`src/rtl/stall_ctrl.sv`:
```
// Decides whether the D-stage instruction may advance. It also tracks how long the multiply/divide unit
// stays busy, and counts stalled cycles in a saturating counter.
module stall_ctrl #(
  parameter int MULT_CYCLES = 5,
  parameter int DIV_CYCLES  = 10,
  parameter int CNT_W       = 32
) (
  input  logic             clk,
  input  logic             reset,
  input  logic [4:0]       d_rs,
  input  logic [4:0]       d_rt,
  input  logic [1:0]       d_tuse_rs,
  input  logic [1:0]       d_tuse_rt,
  input  logic             d_is_md,
  input  logic [4:0]       e_waddr,
  input  logic [4:0]       m_waddr,
  input  logic [1:0]       e_tnew,
  input  logic [1:0]       m_tnew,
  input  logic             md_start,
  input  logic             md_div,
  output logic             pc_en,
  output logic             fd_en,
  output logic             de_clr,
  output logic             md_busy,
  output logic             md_err,
  output logic [CNT_W-1:0] stall_cnt
);

  localparam logic [3:0]       MULT_LOAD = 4'(MULT_CYCLES - 1);
  localparam logic [3:0]       DIV_LOAD  = 4'(DIV_CYCLES - 1);
  localparam logic [CNT_W-1:0] CNT_MAX   = {CNT_W{1'b1}};

  logic [4:0]       src  [2];
  logic [1:0]       tuse [2];
  logic [1:0]       hazard;
  logic             stall;
  logic [3:0]       cnt_q, cnt_d;
  logic             md_err_q, md_err_d;
  logic [CNT_W-1:0] stall_cnt_q, stall_cnt_d;

  assign src[0]  = d_rs;
  assign src[1]  = d_rt;
  assign tuse[0] = d_tuse_rs;
  assign tuse[1] = d_tuse_rt;

  // Register 0 is never a real dependency, so excluding it on the source side covers waddr==0 too.
  generate
    for (genvar gi = 0; gi < 2; gi++) begin : g_haz
      assign hazard[gi] = (src[gi] != 5'd0) &&
                          (((src[gi] == e_waddr) && (e_tnew > tuse[gi])) ||
                           ((src[gi] == m_waddr) && (m_tnew > tuse[gi])));
    end
  endgenerate

  assign md_busy   = md_start | (cnt_q != 4'd0);
  assign stall     = (|hazard) | (d_is_md & md_busy);
  assign pc_en     = ~stall;
  assign fd_en     = ~stall;
  assign de_clr    = stall;
  assign md_err    = md_err_q;
  assign stall_cnt = stall_cnt_q;

  always_comb begin
    cnt_d       = cnt_q;
    md_err_d    = md_err_q;
    stall_cnt_d = stall_cnt_q;
    // A start that arrives while busy is dropped; the timer keeps running.
    if (md_start && (cnt_q == 4'd0)) begin
      cnt_d = md_div ? DIV_LOAD : MULT_LOAD;
    end else if (cnt_q != 4'd0) begin
      cnt_d = cnt_q - 4'd1;
    end
    if (md_start && (cnt_q != 4'd0)) begin
      md_err_d = 1'b1;
    end
    if (stall && (stall_cnt_q != CNT_MAX)) begin
      stall_cnt_d = stall_cnt_q + CNT_W'(1);
    end
  end

  always_ff @(posedge clk) begin
    if (reset) begin
      cnt_q       <= 4'd0;
      md_err_q    <= 1'b0;
      stall_cnt_q <= '0;
    end else begin
      cnt_q       <= cnt_d;
      md_err_q    <= md_err_d;
      stall_cnt_q <= stall_cnt_d;
    end
  end

endmodule

```
`config.mk`:
```
export PLATFORM = sky130hd
export DESIGN_NAME = stall_ctrl
export DESIGN_NICKNAME = d
export VERILOG_FILES = /design/src/rtl/stall_ctrl.sv
export SDC_FILE = /design/constraint.sdc
export NUM_CORES = 1
export LEC_CHECK = 0
export ABC_AREA = 1
export BUFFER_PORTS_ARGS = -buffer_cell sky130_fd_sc_hd__buf_2
export CAP_MARGIN = 20
export CORE_MARGIN = 3
export CORE_UTILIZATION = 30
export DETAILED_ROUTE_END_ITERATION = 10
export SETUP_SLACK_MARGIN = 0.05
export SLEW_MARGIN = 20
export SYNTH_ARGS = -nofsm -noshare
export SYNTH_HDL_FRONTEND = slang
export SYNTH_SLANG_ARGS = --single-unit
```
`constraint.sdc`:
```
create_clock -name clk -period 4.1 [get_ports clk]
set_clock_uncertainty 0.05 [all_clocks]
set_input_delay 0.82 -clock clk [delete_from_list [all_inputs] [get_ports clk]]
set_output_delay 0.82 -clock clk [all_outputs]
set_load 0.05 [all_outputs]
```
== Yosys cells after proc, flatten, opt, wreduce, memory -nomap -nowiden ==
Cells that the tools add are included.

* Output and inout bits: 37
* Word-level logic and storage cells: 38
* Input bits: 33
* Bits in registers: 37

* Equality and inequality tests: 5
* Mux-type cells: 3
* Bitwise operators: 4
* Magnitude comparators: 4
* $add $sub $neg: 2
* Reductions and logical operators: 17

{| class="wikitable"
|+ Operators by type and width
! cell !! number
|-
| adder 32 x 1 -> 32 bit (second input constant) || 1
|-
| != test 32 bit (second input constant) || 1
|-
| equality test 5 bit || 4
|-
| two-way mux 4 bit || 3
|-
| nonzero test 5 bit || 2
|-
| logical AND 1 bit || 9
|-
| greater-than comparator 2 bit || 4
|-
| zero test 4 bit || 1
|-
| nonzero test 4 bit || 1
|-
| subtractor 4 x 1 -> 4 bit (second input constant) || 1
|-
| logical OR 1 bit || 2
|-
| OR 1 bit || 2
|-
| nonzero test 2 bit || 1
|-
| OR reduction 2 bit || 1
|-
| AND 1 bit || 1
|-
| NOT 1 bit || 1
|}

== Longest topological paths before layout ==
Gate-level depths: netlist (run 1).

* Depth in word-level cells: 7
* Depth in mapped cells: 16

== Least setup slack after synthesis (run 1) ==
No wires, ideal clock.

* Path type: input to output
* Start: in d_tuse_rt[1]
* End: out pc_en
* Arrival: 2.721 ns
* Stages on the path: 15
* Data required time: 3.230 ns
* Setup slack: 0.509 ns
* Path through: inv_1 -> ha_1 -> nand2_1 -> inv_1 -> nor2_1 -> nand2_1 -> nor2_1 -> nand2_1 -> nand2_1 -> nand2_1 -> nand3_1 -> buf_4 -> buf_2 -> inv_1 -> buf_4

* Word-level cells in the longest chain between the ends: 7

{| class="wikitable"
|+ RTL lines
! element !! line !! text
|-
| from (decl) || 13 || <nowiki>input logic [1:0] d_tuse_rt,</nowiki>
|-
| greater-than comparator 2 bit (on tied branches) || 50, 51 ||
|-
| logical AND 1 bit (on tied branches) || 50, 51 ||
|-
| logical OR 1 bit * || 50 || <nowiki>(((src[gi] == e_waddr) && (e_tnew > tuse[gi])) ||</nowiki>
|-
| logical AND 1 bit * || 49 || <nowiki>assign hazard[gi] = (src[gi] != 5'd0) &&</nowiki>
|-
| OR reduction 2 bit * || 56 || <nowiki>assign stall = (|hazard) | (d_is_md & md_busy);</nowiki>
|-
| OR 1 bit * || 56 ||
|-
| named net de_clr || 23 || <nowiki>output logic de_clr,</nowiki>
|-
| NOT 1 bit * || -- ||
|-
| to (decl) || 21 || <nowiki>output logic pc_en,</nowiki>
|}

The timed path passes the listed nets; every way through them passes the cells marked *.

== Final worst setup path (run 1) ==
* Start: in d_tuse_rt[1]
* End: out de_clr

* Word-level cells in the longest chain between the ends: 6

{| class="wikitable"
|+ RTL lines
! element !! line
|-
| greater-than comparator 2 bit (on tied branches) || 50, 51
|-
| logical AND 1 bit (on tied branches) || 50, 51
|-
| logical OR 1 bit * || 50
|-
| logical AND 1 bit * || 49
|-
| OR reduction 2 bit * || 56
|-
| OR 1 bit * || 56
|-
| to (decl) || 23
|}

Mark *: on every way between the ends. The rest lies on a longest branch, timed or not.

==> flow_metrics.py, run 1 <==
metrics = {
    "power_and_ir_drop": {
        "ir_drop_uv": 230.2,
        "p_leak_nw": 1.751,
        "power.internal_uw": 628.3,
        "power_frac_comb_pct": 33.8,
        "p_sw_uw": 401.3,
        "switching_share_pct": 38.98,
        "pwr-share-clk_pct": 26.9,
        "seqPwrFrac_pct": 39.2,
        "power_density_mw_per_mm2": 312.5,
    },
    "layout": {
        "final_cell_mix": "137 x nand2_1, 81 x nor2_1, 69 x buf_2",
        "layout.nets": 585,
        "drive_gt1_share_pct": 18.27,
        "seq_area_um2": 740.7,
        "post-route-util_pct": 37.23,
        "final_area_mm2": 0.003294,
        "final_common_cell": "nand2_1",
        "multi_input_area_mm2": 0.001729,
        "fillers": 994,
        "area_growth_pct": 18.34,
        "diodes": 0,
    },
    "placement": {
        "io_buffers": 69,
        "preCtsSetupSlack_ns": 1.109,
        "dpl.hpwl_mm": 5.801,
        "placed_cell_area_mm2": 0.003198,
        "gp_congestion": 0.8448,
    },
    "clocking": {
        "clk_pin_slew_ns": 0.08,
        "clock_path_buffers": 2,
        "insertion_delay_ns": 0.29,
        "root_buffer": "clkbuf_8",
        "cts_tree": "built",
        "htreeDepth": 2,
        "cts_inserted_buffers": 5,
        "clock-sinks": 37,
        "ctsHoldBuffers": 0,
        "cts_setup_buffers": 0,
        "cts_resized": 0,
    },
    "synthesis": {
        "synth_edf_count": 0,
        "synthCells": 476,
        "ys_seq_elements": 37,
        "ys.flop_type": "dfxtp_1",
        "synth_area_leaders": "dfxtp_1 27%, nand2_1 18%, nor2_1 11%",
        "yosysTopAreaCellShare_pct": 26.61,
        "syn-cell-area_mm2": 0.002784,
        "yosys.area.top_type": "dfxtp_1",
        "syn_nets": 520,
        "synthArstFlopShare_pct": 0,
        "ys_types": 30,
        "syn_avg_cell_area_um2": 5.849,
        "yosysSeqAreaShare_pct": 26.61,
        "synth-warning-count": 0,
    },
    "floorplan": {
        "die-width_um": 102.3,
        "ios": 70,
        "initial_core_util_pct": 31.46,
        "core_area_mm2": 0.008848,
        "fp-row-count": 34,
        "dieHeight_um": 102.3,
        "die_area_mm2": 0.01047,
    },
    "timing": {
        "min_period_ns": 3.002,
        "slew_headroom_pct": 30.73,
        "report.final.slew_viol_count": 0,
        "setup_viol": 0,
        "worst_pin_slew_ns": 1.038,
        "layout_setup_ws_ns": 1.098,
        "rsz0062_at_grt": "no",
        "hold_viol": 0,
        "fmax_ghz": 0.3331,
        "post-route-period-util_pct": 73.22,
        "setup-tns-final_ns": 0,
    },
    "critical_path": {
        "reg2reg_from": "cnt_q[0]",
        "crit_type": "in -> out",
        "crit_path_start": "d_tuse_rt[1]",
        "reg2reg_depth": 12,
        "crit_arrival_ns": 2.13,
        "ff2ff_setup_slack_ns": 1.96,
        "crit_fanout": 3,
        "cp-end-kind": "output pin",
        "critPathLaunchType": "input pin",
        "cp_data_required_time_ns": 3.23,
        "reg2reg_to": "stall_cnt[6]",
    },
    "route": {
        "firstDrtPassIters": 4,
        "routed_wl_mm": 7.368,
        "route.detailed.drc": 0,
        "via_per_inst": 4.723,
        "vias": 3070,
        "postRouteAntennaNets": 0,
        "first_iter_violations": 98,
        "wl_per_cell_um": 11.34,
    },
    "global_routing": {
        "first_global_vias": 2720,
        "grt_antenna_before_repair": 0,
        "grt_max_degree": 64,
        "grt_pass1_wl_mm": 12.25,
        "grtUsageTotal_pct": 14.19,
        "overflow": 0,
    },
    "min_path": {
        "worstHoldStart": "md_err",
        "hold-path-cell-count": 2,
        "hold_path_end": "md_err",
        "hold_path.class": "reg -> reg",
    },
    "run": {
        "max-cap-violations": 0,
    },
    "outcome": {
        "status": "finished clean",
    },
}
how the worst max path moves through the flow:
stage | to | slack (ns) | depth (start not counted)
2_1_floorplan | pc_en | 0.51 | 15
3_3_place_gp | de_clr | 1.16 | 13
3_5_place_dp | de_clr | 1.11 | 13
4_1_cts | de_clr | 1.10 | 13
5_1_grt | de_clr | 0.99 | 13
6_report | de_clr | 1.10 | 13
synthesized netlist by cell type, drive strengths merged, types with 4 or more instances:
library cell and n:
o21ai 4, nor2 87, nor3 7, nand3 56, buf 11, xor2 4, ha 11, a21oi 38
nand2 142, inv 64, nand4 7, dfxtp 37
power by group through the flow:
stage,combinational (mW),sequential (mW),clock (mW)
2_1_floorplan,0.254,0.437,0
3_3_place_gp,0.342,0.412,0
3_5_place_dp,0.350,0.412,0
4_1_cts,0.351,0.405,0.287
5_1_grt,0.393,0.408,0.298
6_report,0.349,0.404,0.277
registers in the layout (all words and copies together), names as in the netlist:
name	flops
stall_cnt	32
cnt_q	4
md_err	1
worst max-delay path: stages:
cell and delay, ns:
buf_2 0.07, inv_1 0.05, ha_1 0.31, nand2_1 0.07, inv_1 0.04, nor2_1 0.09, nand2_1 0.06, nor2_1 0.08
nand2_1 0.06, nand2_1 0.06, nand2_1 0.06, nand3_2 0.07, buf_2 0.29
per-layer routing:
metal	track usage, %	wire (um)	up-vias
li1	-	-	1629
met1	19.06	3564	1376
met2	23.89	3377	63
met3	3.072	393	2
met4	2.119	33	0
met5	0	0	-
stage by stage:
| stage | hold slack [ns] | cells | power, mW |
|---|---|---|---|
| 6_report | 0.4232 | 650 | 1.030 |
| 4_1_cts | 0.4283 | 650 | 1.042 |
| 2_1_floorplan | 0.3960 | 476 | 0.6901 |
| 3_3_place_gp | 0.4009 | 642 | 0.7544 |
| 3_5_place_dp | 0.4071 | 642 | 0.7624 |
| 5_1_grt | 0.4695 | 650 | 1.100 |
logic make-up after synthesis:
kind of cell / count (synthesis) / synth area share (%)
flops: 37 / 26.61
xor+xnor: 5 / 1.573
buf+inv: 76 / 11.46
fa+ha+maj: 11 / 4.944
simple gates: 303 / 47.37
compound gates: 44 / 8.045
final cells by class:
type	instances	share of cell area, %
Timing Repair Buffer	70	10.71
Inverter	64	7.292
Multi-Input combinational cell	363	52.49
Clock buffer	6	2.507
Clock inverter	2	0.4178
Tap cell	108	4.102
Sequential cell	37	22.48
(Power assumes the default switching activity.)
==> run 2, diff against run 1 <==
--- a/config.mk
+++ b/config.mk
@@ -5,7 +5,7 @@
 export SDC_FILE = /design/constraint.sdc
 export NUM_CORES = 1
 export LEC_CHECK = 0
-export ABC_AREA = 1
+export ABC_AREA = 0
 export BUFFER_PORTS_ARGS = -buffer_cell sky130_fd_sc_hd__buf_2
 export CAP_MARGIN = 20
 export CORE_MARGIN = 3
==> constraint.sdc (replaced) <==
create_clock -name clk -period 2.6 [get_ports clk]
set_clock_uncertainty 0.05 [all_clocks]
set_input_delay 0.52 -clock clk [delete_from_list [all_inputs] [get_ports clk]]
set_output_delay 0.52 -clock clk [all_outputs]
set_load 0.05 [all_outputs]
==> run 2 against run 1 <==
  * Non-clock buffer count is 26 higher
  * Core utilization is 5.9 points higher
  * Synthesized cell count is 36% lower
  * Sequential share of layout area is 0.62 points lower
  * Worst hold slack better by 0.017 ns
  * Setup slack worse by 1.1 ns
  * First-iteration DRC count is 8.2% higher
  * Power is 73% higher
  * Combinational power is 91% higher
  * Cell count is 24% lower
  * Clock power is 70% higher
  * Via count is 14% lower
==> flow_metrics.py, run 2 <==
metrics = {
    "synthesis": {
        "yosys.area_share.xor_xnor_pct": 7.436,
        "ys_seq_elements": 37,
        "synth_edf_count": 0,
        "netlist_top_cells_count": "37 x dfxtp_1, 29 x a21oi_1, 22 x nand4_1, 22 x or4_1, 21 x o31ai_1",
        "syn_avg_cell_area_um2": 8.110,
        "syn_nets": 349,
        "synth_top_family_by_area": "simple AND/OR/NAND/NOR gates",
        "syn-cell-area_mm2": 0.002474,
        "synth-warning-count": 0,
        "yosysTopAreaCellShare_pct": 29.94,
        "synthArstFlopShare_pct": 0,
        "yosysSeqAreaShare_pct": 29.94,
        "synth_mux_area_share_pct": 3.591,
        "synth_fa_ha_area_share_pct": 5.564,
        "yosys.area.top_type": "dfxtp_1",
        "synth_compound_area_share_pct": 16.74,
        "yosysMostFrequentCell": "dfxtp_1",
        "synth_area_leaders": "dfxtp_1 30%, or4_1 6.7%, o31ai_1 6.4%",
        "ys_types": 40,
        "synthCells": 305,
        "synth-simple-area-share_pct": 31.21,
        "ys.flop_type": "dfxtp_1",
    },
    "layout": {
        "largest_register_ffs": 32,
        "area_growth_pct": 36.98,
        "fillers": 831,
        "post-route-util_pct": 43.18,
        "final_common_cell": "buf_2",
        "final_cell_mix": "64 x buf_2, 37 x dfxtp_1, 23 x buf_4",
        "final_area_mm2": 0.003388,
        "multi_input_area_mm2": 0.001768,
        "seq_area_um2": 740.7,
        "drive_gt1_share_pct": 38.11,
        "layout.nets": 434,
        "diodes": 0,
    },
    "timing": {
        "worst_pin_slew_ns": 0.4709,
        "slew_headroom_pct": 68.34,
        "fmax_ghz": 0.3898,
        "hold_viol": 0,
        "setup-tns-final_ns": 0,
        "min_period_ns": 2.565,
        "whs_ns": 0.4406,
        "setup_viol": 0,
        "rsz0062_at_grt": "yes",
        "report.final.slew_viol_count": 0,
        "post-route-period-util_pct": 98.67,
    },
    "placement": {
        "io_buffers": 69,
        "gp_congestion": 0.8025,
        "dpl.hpwl_mm": 5.202,
        "placed_cell_area_mm2": 0.003020,
    },
    "floorplan": {
        "initial_core_util_pct": 31.52,
        "core_area_mm2": 0.007848,
        "die-width_um": 96.81,
        "fp-row-count": 32,
        "dieHeight_um": 96.81,
        "ios": 70,
        "die_area_mm2": 0.009371,
    },
    "min_path": {
        "worstHoldStart": "cnt_q[3]",
        "hold_path.class": "reg -> reg",
    },
    "route": {
        "firstDrtPassIters": 4,
        "postRouteAntennaNets": 0,
        "via_per_inst": 5.357,
        "routed_wl_mm": 7.367,
        "route.detailed.drc": 0,
        "vias": 2641,
        "first_iter_violations": 106,
        "wl_per_cell_um": 14.94,
    },
    "run": {
        "max-cap-violations": 0,
    },
    "power_and_ir_drop": {
        "ir_drop_uv": 471.2,
        "p_leak_nw": 1.300,
        "power_density_mw_per_mm2": 525.4,
    },
    "clocking": {
        "clock-sinks": 37,
        "clk_pin_slew_ns": 0.08,
        "htreeDepth": 2,
        "cts_inserted_buffers": 5,
        "insertion_delay_ns": 0.30,
        "clock_path_buffers": 2,
        "cts_tree": "built",
        "ctsHoldBuffers": 0,
        "root_buffer": "clkbuf_8",
    },
    "critical_path": {
        "cp-end-kind": "output pin",
        "crit_type": "in -> out",
        "crit_path_start": "d_tuse_rs[1]",
        "crit_arrival_ns": 2.00,
        "cp_data_required_time_ns": 2.03,
        "reg2reg_from": "cnt_q[0]",
        "critPathLaunchType": "input pin",
        "crit_fanout": 5,
    },
    "global_routing": {
        "grt_antenna_before_repair": 0,
        "grt_max_degree": 27,
        "grtUsageTotal_pct": 15.15,
        "overflow": 0,
        "grt_pass1_wl_mm": 12.00,
        "first_global_vias": 2544,
    },
    "outcome": {
        "status": "finished clean",
    },
}
-- run 2: cells by family (layout without fill, tap and decap cells) --
logic type,Yosys count,count (layout)
and+or+nand+nor,132,133
AOI/OAI and AO/OA,66,66
DFF,37,37
buffers and inverters,30,115
xor gates and xnor gates,21,21
adders and majority gates,11,11
muxes,8,8
-- run 2: timing repair --
item                       CTS  global route
setup buffers                3             4
resized for setup            7            39
setup endpoints to repair    3            32
pin swaps                    5            20
cloned                       1             0
-- run 2: worst max-delay path, cell delays in order --
cell and delay (ns):
buf_6 0.10, inv_4 0.06, ha_4 0.20, nor2b_4 0.12, o21ai_2 0.18, a2111oi_4 0.07
o22ai_2 0.18, and3_4 0.29, buf_2 0.29
-- run 2: per-stage QoR --
| step | total power, mW | setup slack, ns | std cells |
|---|---|---|---|
| after floorplan | 1.094 | 0.01256 | 305 |
| after global placement | 1.222 | -0.1388 | 477 |
| after detailed placement | 1.229 | -0.1568 | 477 |
| after CTS | 1.738 | 0.001830 | 489 |
| after global routing | 1.890 | -0.02443 | 493 |
| final | 1.780 | 0.03461 | 493 |
-- run 2: area by class of cell --
type / instances / area share (%)
Multi-Input combinational cell: 239 / 52.18
Clock buffer: 7 / 2.843
Timing Repair Buffer: 96 / 17.54
Clock inverter: 1 / 0.2585
Tap cell: 102 / 3.767
Inverter: 11 / 1.551
Sequential cell: 37 / 21.86
-- run 2: where the power goes --
| part | internal, mW | switching (mW) | leakage, nW |
|---|---|---|---|
| registers | 0.605 | 0.0382 | 0.300 |
| clock network | 0.245 | 0.227 | 0.0549 |
| logic | 0.273 | 0.392 | 0.945 |
-- run 2: worst paths after layout --
check / endpoint / slack (ns) / depth (start not counted)
worst min-delay path: cnt_q[3] / 0.44 / 2
worst max register to register: stall_cnt[25] / 0.20 / 10
worst min register to register: cnt_q[3] / 0.44 / 2
worst max-delay path: pc_en / 0.03 / 9
-- run 2: per-layer routing --
| metal | wire (um) | GRT usage (%) | part of all wire (%) |
|---|---|---|---|
| met1 | 3270 | 18.59 | 44 |
| met2 | 3488 | 25.74 | 47 |
| met3 | 471 | 4.037 | 6.4 |
| met4 | 137 | 4.752 | 1.9 |
| met5 | 0 | 0 | 0 |
